**src/rtl/wb_write_arbiter.sv**
```systemverilog
// Register-file write-port arbiter: pipeline writeback vs. buffered mul/div results, 1-cycle registered write.
// Backpressure: md_ready drops when the FIFO is full; pipe_stall holds the pipeline on hazard or forced drain.
module wb_write_arbiter #(
  parameter int DATA_W     = 32,
  parameter int ADDR_W     = 5,
  parameter int FIFO_DEPTH = 4,
  parameter int MAX_WAIT   = 8
) (
  input  logic                            clk,
  input  logic                            rst_n,
  input  logic                            pipe_valid,
  input  logic [ADDR_W-1:0]               pipe_waddr,
  input  logic [DATA_W-1:0]               pipe_wdata,
  output logic                            pipe_stall,
  input  logic                            md_valid,
  input  logic [ADDR_W-1:0]               md_waddr,
  input  logic [DATA_W-1:0]               md_wdata,
  output logic                            md_ready,
  output logic                            rf_we,
  output logic [ADDR_W-1:0]               rf_waddr,
  output logic [DATA_W-1:0]               rf_wdata,
  output logic [$clog2(FIFO_DEPTH):0]     md_count
);

  localparam int PTR_W = $clog2(FIFO_DEPTH);
  localparam int CNT_W = PTR_W + 1;
  localparam int AGE_W = $clog2(MAX_WAIT + 1);

  typedef enum logic {NORMAL, FORCE} state_t;

  state_t             state_q, state_d;
  logic [PTR_W-1:0]   wr_ptr_q, wr_ptr_d, rd_ptr_q, rd_ptr_d;
  logic [CNT_W-1:0]   count_q, count_d;
  logic [AGE_W-1:0]   age_q, age_d;
  logic               rf_we_q, rf_we_d;
  logic [ADDR_W-1:0]  rf_waddr_q, rf_waddr_d;
  logic [DATA_W-1:0]  rf_wdata_q, rf_wdata_d;

  logic [ADDR_W-1:0]  fifo_addr_q [FIFO_DEPTH];
  logic [DATA_W-1:0]  fifo_data_q [FIFO_DEPTH];

  logic pipe_wr, fifo_empty, hazard, enq, grant_md, grant_pipe;

  assign pipe_wr    = pipe_valid && (pipe_waddr != '0);
  assign fifo_empty = (count_q == '0);
  assign md_ready   = (count_q != CNT_W'(FIFO_DEPTH));
  // Address-zero results complete the handshake but are never stored.
  assign enq        = md_valid && md_ready && (md_waddr != '0);

  // Only entries between the read pointer and the occupancy count are live.
  always_comb begin
    logic [PTR_W-1:0] idx;
    hazard = 1'b0;
    idx    = '0;
    for (int i = 0; i < FIFO_DEPTH; i++) begin
      idx = rd_ptr_q + PTR_W'(i);
      if (CNT_W'(i) < count_q && fifo_addr_q[idx] == pipe_waddr && pipe_wr)
        hazard = 1'b1;
    end
  end

  always_comb begin
    grant_md   = 1'b0;
    grant_pipe = 1'b0;
    pipe_stall = 1'b0;
    if (state_q == FORCE) begin
      grant_md   = !fifo_empty;
      pipe_stall = pipe_wr;
    end else if (hazard) begin
      grant_md   = 1'b1;
      pipe_stall = 1'b1;
    end else if (pipe_wr) begin
      grant_pipe = 1'b1;
    end else begin
      grant_md   = !fifo_empty;
    end
  end

  always_comb begin
    wr_ptr_d = wr_ptr_q + PTR_W'(enq);
    rd_ptr_d = rd_ptr_q + PTR_W'(grant_md);
    count_d  = count_q + CNT_W'(enq) - CNT_W'(grant_md);

    age_d = age_q;
    if (grant_md || fifo_empty)
      age_d = '0;
    else if (age_q < AGE_W'(MAX_WAIT))
      age_d = age_q + AGE_W'(1);

    state_d = state_q;
    if (state_q == NORMAL) begin
      if (count_d == CNT_W'(FIFO_DEPTH) || age_d >= AGE_W'(MAX_WAIT))
        state_d = FORCE;
    end else if (count_d == '0) begin
      state_d = NORMAL;
    end

    rf_we_d    = grant_md || grant_pipe;
    rf_waddr_d = rf_waddr_q;
    rf_wdata_d = rf_wdata_q;
    if (grant_md) begin
      rf_waddr_d = fifo_addr_q[rd_ptr_q];
      rf_wdata_d = fifo_data_q[rd_ptr_q];
    end else if (grant_pipe) begin
      rf_waddr_d = pipe_waddr;
      rf_wdata_d = pipe_wdata;
    end
  end

  always_ff @(posedge clk or negedge rst_n) begin
    if (!rst_n) begin
      state_q    <= NORMAL;
      wr_ptr_q   <= '0;
      rd_ptr_q   <= '0;
      count_q    <= '0;
      age_q      <= '0;
      rf_we_q    <= 1'b0;
      rf_waddr_q <= '0;
      rf_wdata_q <= '0;
    end else begin
      state_q    <= state_d;
      wr_ptr_q   <= wr_ptr_d;
      rd_ptr_q   <= rd_ptr_d;
      count_q    <= count_d;
      age_q      <= age_d;
      rf_we_q    <= rf_we_d;
      rf_waddr_q <= rf_waddr_d;
      rf_wdata_q <= rf_wdata_d;
    end
  end

  // Payload storage needs no reset: occupancy alone defines which slots are live.
  always_ff @(posedge clk) begin
    if (enq) begin
      fifo_addr_q[wr_ptr_q] <= md_waddr;
      fifo_data_q[wr_ptr_q] <= md_wdata;
    end
  end

  assign rf_we    = rf_we_q;
  assign rf_waddr = rf_waddr_q;
  assign rf_wdata = rf_wdata_q;
  assign md_count = count_q;

endmodule

```
**config.mk**
```make
export PLATFORM = sky130hd
export DESIGN_NAME = wb_write_arbiter
export DESIGN_NICKNAME = d
export VERILOG_FILES = /design/src/rtl/wb_write_arbiter.sv
export SDC_FILE = /design/constraint.sdc
export NUM_CORES = 1
export LEC_CHECK = 0
export CAP_MARGIN = 20
export CORE_ASPECT_RATIO = 1.5
export CORE_MARGIN = 5
export CORE_UTILIZATION = 59
export CTS_CLUSTER_DIAMETER = 50
export DETAILED_ROUTE_END_ITERATION = 16
export PLACE_DENSITY = 0.85
export REMOVE_ABC_BUFFERS = 1
export SLEW_MARGIN = 20
export SYNTH_ARGS = -nofsm -noshare
export SYNTH_HDL_FRONTEND = slang
export SYNTH_SLANG_ARGS = --single-unit
```
**constraint.sdc**
```tcl
create_clock -name clk -period 7.6 [get_ports clk]
set_input_delay 1.9 -clock clk [delete_from_list [all_inputs] [get_ports clk]]
set_output_delay 1.9 -clock clk [all_outputs]
set_load 0.1 [all_outputs]
```
=== Word level (Yosys, flattened, before mapping) ===
Memories as Yosys holds them, arrays and structs flattened.
Cells that the tools add are included.

* Memories: 2
* Latch bits: 0
* Memory bits (read-only): 0
* Bits in writable memories: 148
* Input port bits: 78
* Flip-flop bits (word level): 50

{| class="wikitable"
|+ Memories
! memory !! words !! bits a word !! read ports !! clocked after Yosys merged registers in !! write ports !! line !! RTL
|-
| fifo_data_q || 4 || 32 || 1 || 0 || 1 || 40 || <nowiki>logic [DATA_W-1:0] fifo_data_q [FIFO_DEPTH];</nowiki>
|-
| fifo_addr_q || 4 || 5 || 4 || 0 || 1 || 39 || <nowiki>logic [ADDR_W-1:0] fifo_addr_q [FIFO_DEPTH];</nowiki>
|}

* Bitwise operators: 0
* Multipliers: 0
* Magnitude comparators: 6
* Equal/unequal tests: 6
* Shifts and indexed selects: 0
* Reduce and logical (&&, ||, !) cells: 20
* Div/mod/pow operators: 0
* Add/subtract/negate cells: 8
* Multiplexer cells: 23

{| class="wikitable"
|+ Operators by type and width
! kind !! count
|-
| 32-bit two-way mux || 2
|-
| 5-bit == test || 4
|-
| 1-bit two-way mux || 17
|-
| 1-bit logical AND || 11
|-
| 5-bit two-way mux || 2
|-
| 5-bit nonzero test || 2
|-
| 4-bit two-way mux || 2
|-
| 3-bit logical NOT || 2
|-
| 1-bit by 3-bit less-than comparator with 1-bit output (first input constant) || 2
|-
| 2-bit by 3-bit less-than comparator with 1-bit output (first input constant) || 2
|-
| 2-bit by 1-bit adder with 2-bit output || 2
|-
| 2-bit adder (second input constant) || 2
|-
| 4-bit by 1-bit adder with 4-bit output (second input constant) || 1
|-
| 4-bit >= comparator (second input constant) || 1
|-
| 4-bit less-than comparator (second input constant) || 1
|-
| 3-bit by 1-bit adder with 3-bit output || 1
|-
| 3-bit == test (second input constant) || 1
|-
| 1-bit logical OR || 3
|-
| 3-bit inequality test (second input constant) || 1
|-
| 3-bit by 1-bit subtractor with 3-bit output || 1
|-
| 2-bit by 1-bit adder with 2-bit output (second input constant) || 1
|-
| 2-bit nonzero test || 1
|-
| 1-bit logical NOT || 1
|}

=== Depth between registers and ports, before layout ===
An unclocked memory read counts as a cell.

* Depth after elaboration: 16
* Gate-level depth with buffers: 19
* Depth with buffers taken out: 16

=== Least setup slack after synthesis ===
No wires, ideal clock.

* Path kind: input to output
* Start point: input pipe_waddr[2]
* End point: output pipe_stall
* Arrival time: 4.649 ns
* Cell stages on the path: 7
* Required time: 5.700 ns
* Setup slack: 1.051 ns
* Cells stage by stage: clkbuf_1 > or3b_2 > a21o_1 > a21oi_1 > nor4_4 > buf_6 > a21oi_1

* Longest elaborated chain between the ends: 9

{| class="wikitable"
|+ RTL lines
! item !! line !! RTL
|-
| start, declared || 12 || <nowiki>input logic [ADDR_W-1:0] pipe_waddr,</nowiki>
|-
| 5-bit == test or 5-bit nonzero test (tied branches) || 57, 44 ||
|-
| 1-bit logical AND, on equally long branches || 57, 44 ||
|-
| 1-bit logical AND || 57 || <nowiki>if (CNT_W'(i) < count_q && fifo_addr_q[idx] == pipe_waddr && pipe_wr)</nowiki>
|-
| 1-bit two-way mux (4 in a row) || 57 ||
|-
| 1-bit two-way mux || 69 || <nowiki>end else if (hazard) begin</nowiki>
|-
| 1-bit two-way mux (*) || 66 || <nowiki>if (state_q == FORCE) begin</nowiki>
|-
| end, declared || 14 || <nowiki>output logic pipe_stall,</nowiki>
|}

Mark *: on every way between the ends. The rest lies on a longest branch, timed or not.

=== Worst setup path after layout ===
Ends and elaborated chain as after synthesis.

==> run summary <==
RSZ-0062 raised after global routing = no
Post-synth ARST share = 0.2525
clk buf depth = 2
Mapped Cells = 563
Post-synth top cells = 148 x edfxtp_1, 66 x nand2_1, 50 x dfrtp_1, 45 x mux4_2
Nets = 763
Setup-failing EPs final = 0
Final GP Congestion = 0.8569
I/O Buffers = 120
Hold Crit Class = register to register
Worst setup EP type = primary output
PostCTS Resize Cnt = 0
via/cell ratio = 6.012
DIE WIDTH = 109.4 µm
largest area contributor in the netlist = edfxtp_1
prevailing post-synth register cell = edfxtp_1
Crit path depth = 7
Synth cell types = 42
Synth Register Bits = 198
WL met3 = 1046 µm
hpwl dp = 12590 µm
Max Fclk = 167.0 MHz
n_diodes = 0
Rows = 54
Crit Path Category = input port to primary output
Detail Route Antenna Nets = 0
hold slack = 0.5545 ns
Fin. Hold Viols = 0
routed wl met2 = 10940 µm
clk_lat worst skew = 0.43 ns
Seq/Total Area, Yosys = 0.6511
DRT iter0 DRCs = 384
Reg2Reg Depth = 15
Worst-Margin Slew = 1.073 ns
Layout area overhead = 21.97%
H-tree levels = 4
io pins = 121
Slew Limit Fails = 0
hold path start = rf_waddr[2]
CP bufs+invs = 2
fin crit period = 5.988 ns
total CTS buffers = 17
max-cap violations = 0
CP required = 5.70 ns
Final Cycle Share = 0.7879
first-pass GRT wire length = 30660 µm
max layer used = met4
vias = 5327
Fillers = 895
Syn Area/Cell = 15.54 µm²
Post-synth EDFFs = 148
largest net degree at the start of global routing = 57
WHS Path Cells = 2
CP delay by family, top = buffers and inverters
Cell Chain, Critical Path = clkdlybuf4s50_1, or3b_2, a21o_1, a21oi_1, nor4_4, a21oi_1, buf_4
CTS Hold Bufs = 0
drt drc = 0
crit start category = input port
Core Util, Final = 0.7345
Crit path top cell by count = a21oi_1
cell with the most instances after synthesis = edfxtp_1
Die Area = 17410 µm²
Die Y = 159.1 µm
Power Density = 472.5 nW/µm²
GR Overflow Total = 0
number of post-CTS setup repair buffers = 0
Initial Utilization = 0.6022
Met1 Wirelength = 7035 µm
R2R Setup Slk = 2.88 ns
Final Worst Setup Slack = 1.612 ns
CTS tree = built
Core Region = 14530 µm²
Hold Path End = rf_waddr[2]
DP Worst Slack = 1.608 ns
vias in the first global route = 5759
number of clock sinks = 198
CP peak stage delay = 0.64 ns
Pre-antenna DRT Iters = 5
Synth area leaders = edfxtp_1 51%, dfrtp_1 14%, mux4_2 12%, mux2i_1 4.7%, nand2_1 2.8%
drt wl/cell = 22.16 µm
Arr. time, crit path = 4.09 ns
Peak VDD IR = 0.3349 mV
YS warnings = 0
Mapped Area = 8747 µm²
initial antenna violation count = 0
leakage = 0.004030 µW
RR Endpoint = state_q
top cell type's share of synthesized area = 0.5081
CP max FO = 12
worst r2r src = rd_ptr_q[0]
DRT Wirelength = 19630 µm
total track usage = 0.2353
Slowest-stage cell, CP = clkdlybuf4s50_1
Root Buffer = clkbuf_16
Clock transition at path regs = 0.08 ns
clock skew = 0.01720 ns
status = finished clean
layout cell share with drive strength beyond 1 = 0.1507
Slew HR = 0.2831
state kept, by name, indices dropped and copies added (netlist names):
name / flops
fifo_addr_q: 20
rf_we: 1
md_count: 3
rd_ptr_q: 2
age_q: 4
wr_ptr_q: 2
rf_waddr: 5
state_q: 1
fifo_data_q: 128
rf_wdata: 32
per-stage QoR:
stage,setup TNS (ns),instance area [µm²],power [µW],cells
6_report,0,10670,5041,886
5_1_grt,0,10670,5276,886
4_1_cts,0,10670,5081,886
3_5_place_dp,0,10100,4211,854
3_3_place_gp,0,10100,4138,854
2_1_floorplan,-0.3942,8547,3567,528
cells by family after synthesis:
family	count (synthesis)	synth area share
multiplexers	89	0.1679
flip-flops	198	0.6511
buffers and inverters	45	0.02718
adder cells (fa/ha/maj)	8	0.01230
AO/OA/AOI/OAI	57	0.03734
XOR/XNOR	25	0.02503
AND/OR/NAND/NOR	141	0.07910
placed cells by master (no fill, tap or decap), types with 4 or more instances in the layout:
cell	Yosys	layout
edfxtp_1	148	148
mux2i_1	41	41
nand4_1	4	4
xor2_1	8	8
ha_1	7	7
and3_1	34	33
a21oi_1	41	41
nor2_1	16	14
nand3_1	5	4
xnor2_1	17	17
clkbuf_16	0	17
clkdlybuf4s50_1	0	118
mux4_2	45	45
inv_6	0	5
buf_4	2	11
inv_1	10	10
nand2_1	66	66
dfrtp_1	50	48
metal layers:
metal	vias to the layer above	global-route usage
met3	41	0.04341
met4	0	0.09983
met5	-	0
met2	205	0.4080
li1	2375	-
met1	2706	0.2842
power breakdown:
part	internal [µW]	total [µW]	switching, µW	leakage [µW]
Sequential	1480	1730	250	0.00194
Clock	435	856	421	0.000276
Combinational	854	2460	1610	0.00182
Total	2770	5040	2280	0.00403
worst max path at each step:
stage | from | to | slack, ns
floorplan | rd_ptr_q[0] | pipe_stall | -0.39
global placement | pipe_waddr[2] | pipe_stall | 1.66
detailed placement | pipe_waddr[2] | pipe_stall | 1.61
CTS | pipe_waddr[2] | pipe_stall | 1.60
global route | pipe_waddr[2] | pipe_stall | 1.54
finish | pipe_waddr[2] | pipe_stall | 1.61
worst min-delay path, delay by kind of cell (launching register included):
kind	cells	cell delay [ns]
DFF	1	0.35
AOI/OAI and AO/OA	2	0.16
cell type report:
cell class,count,area (µm²),share of cell area
Clock inverter,14,137.6,0.01290
Inverter,10,37.54,0.003518
Multi-Input combinational cell,320,2850,0.2672
Timing Repair Buffer,130,1269,0.1189
Clock buffer,18,429.2,0.04023
Sequential cell,198,5700,0.5343
Tap cell,196,245.2,0.02299
No activity file was read; power rests on OpenSTA's default activity.
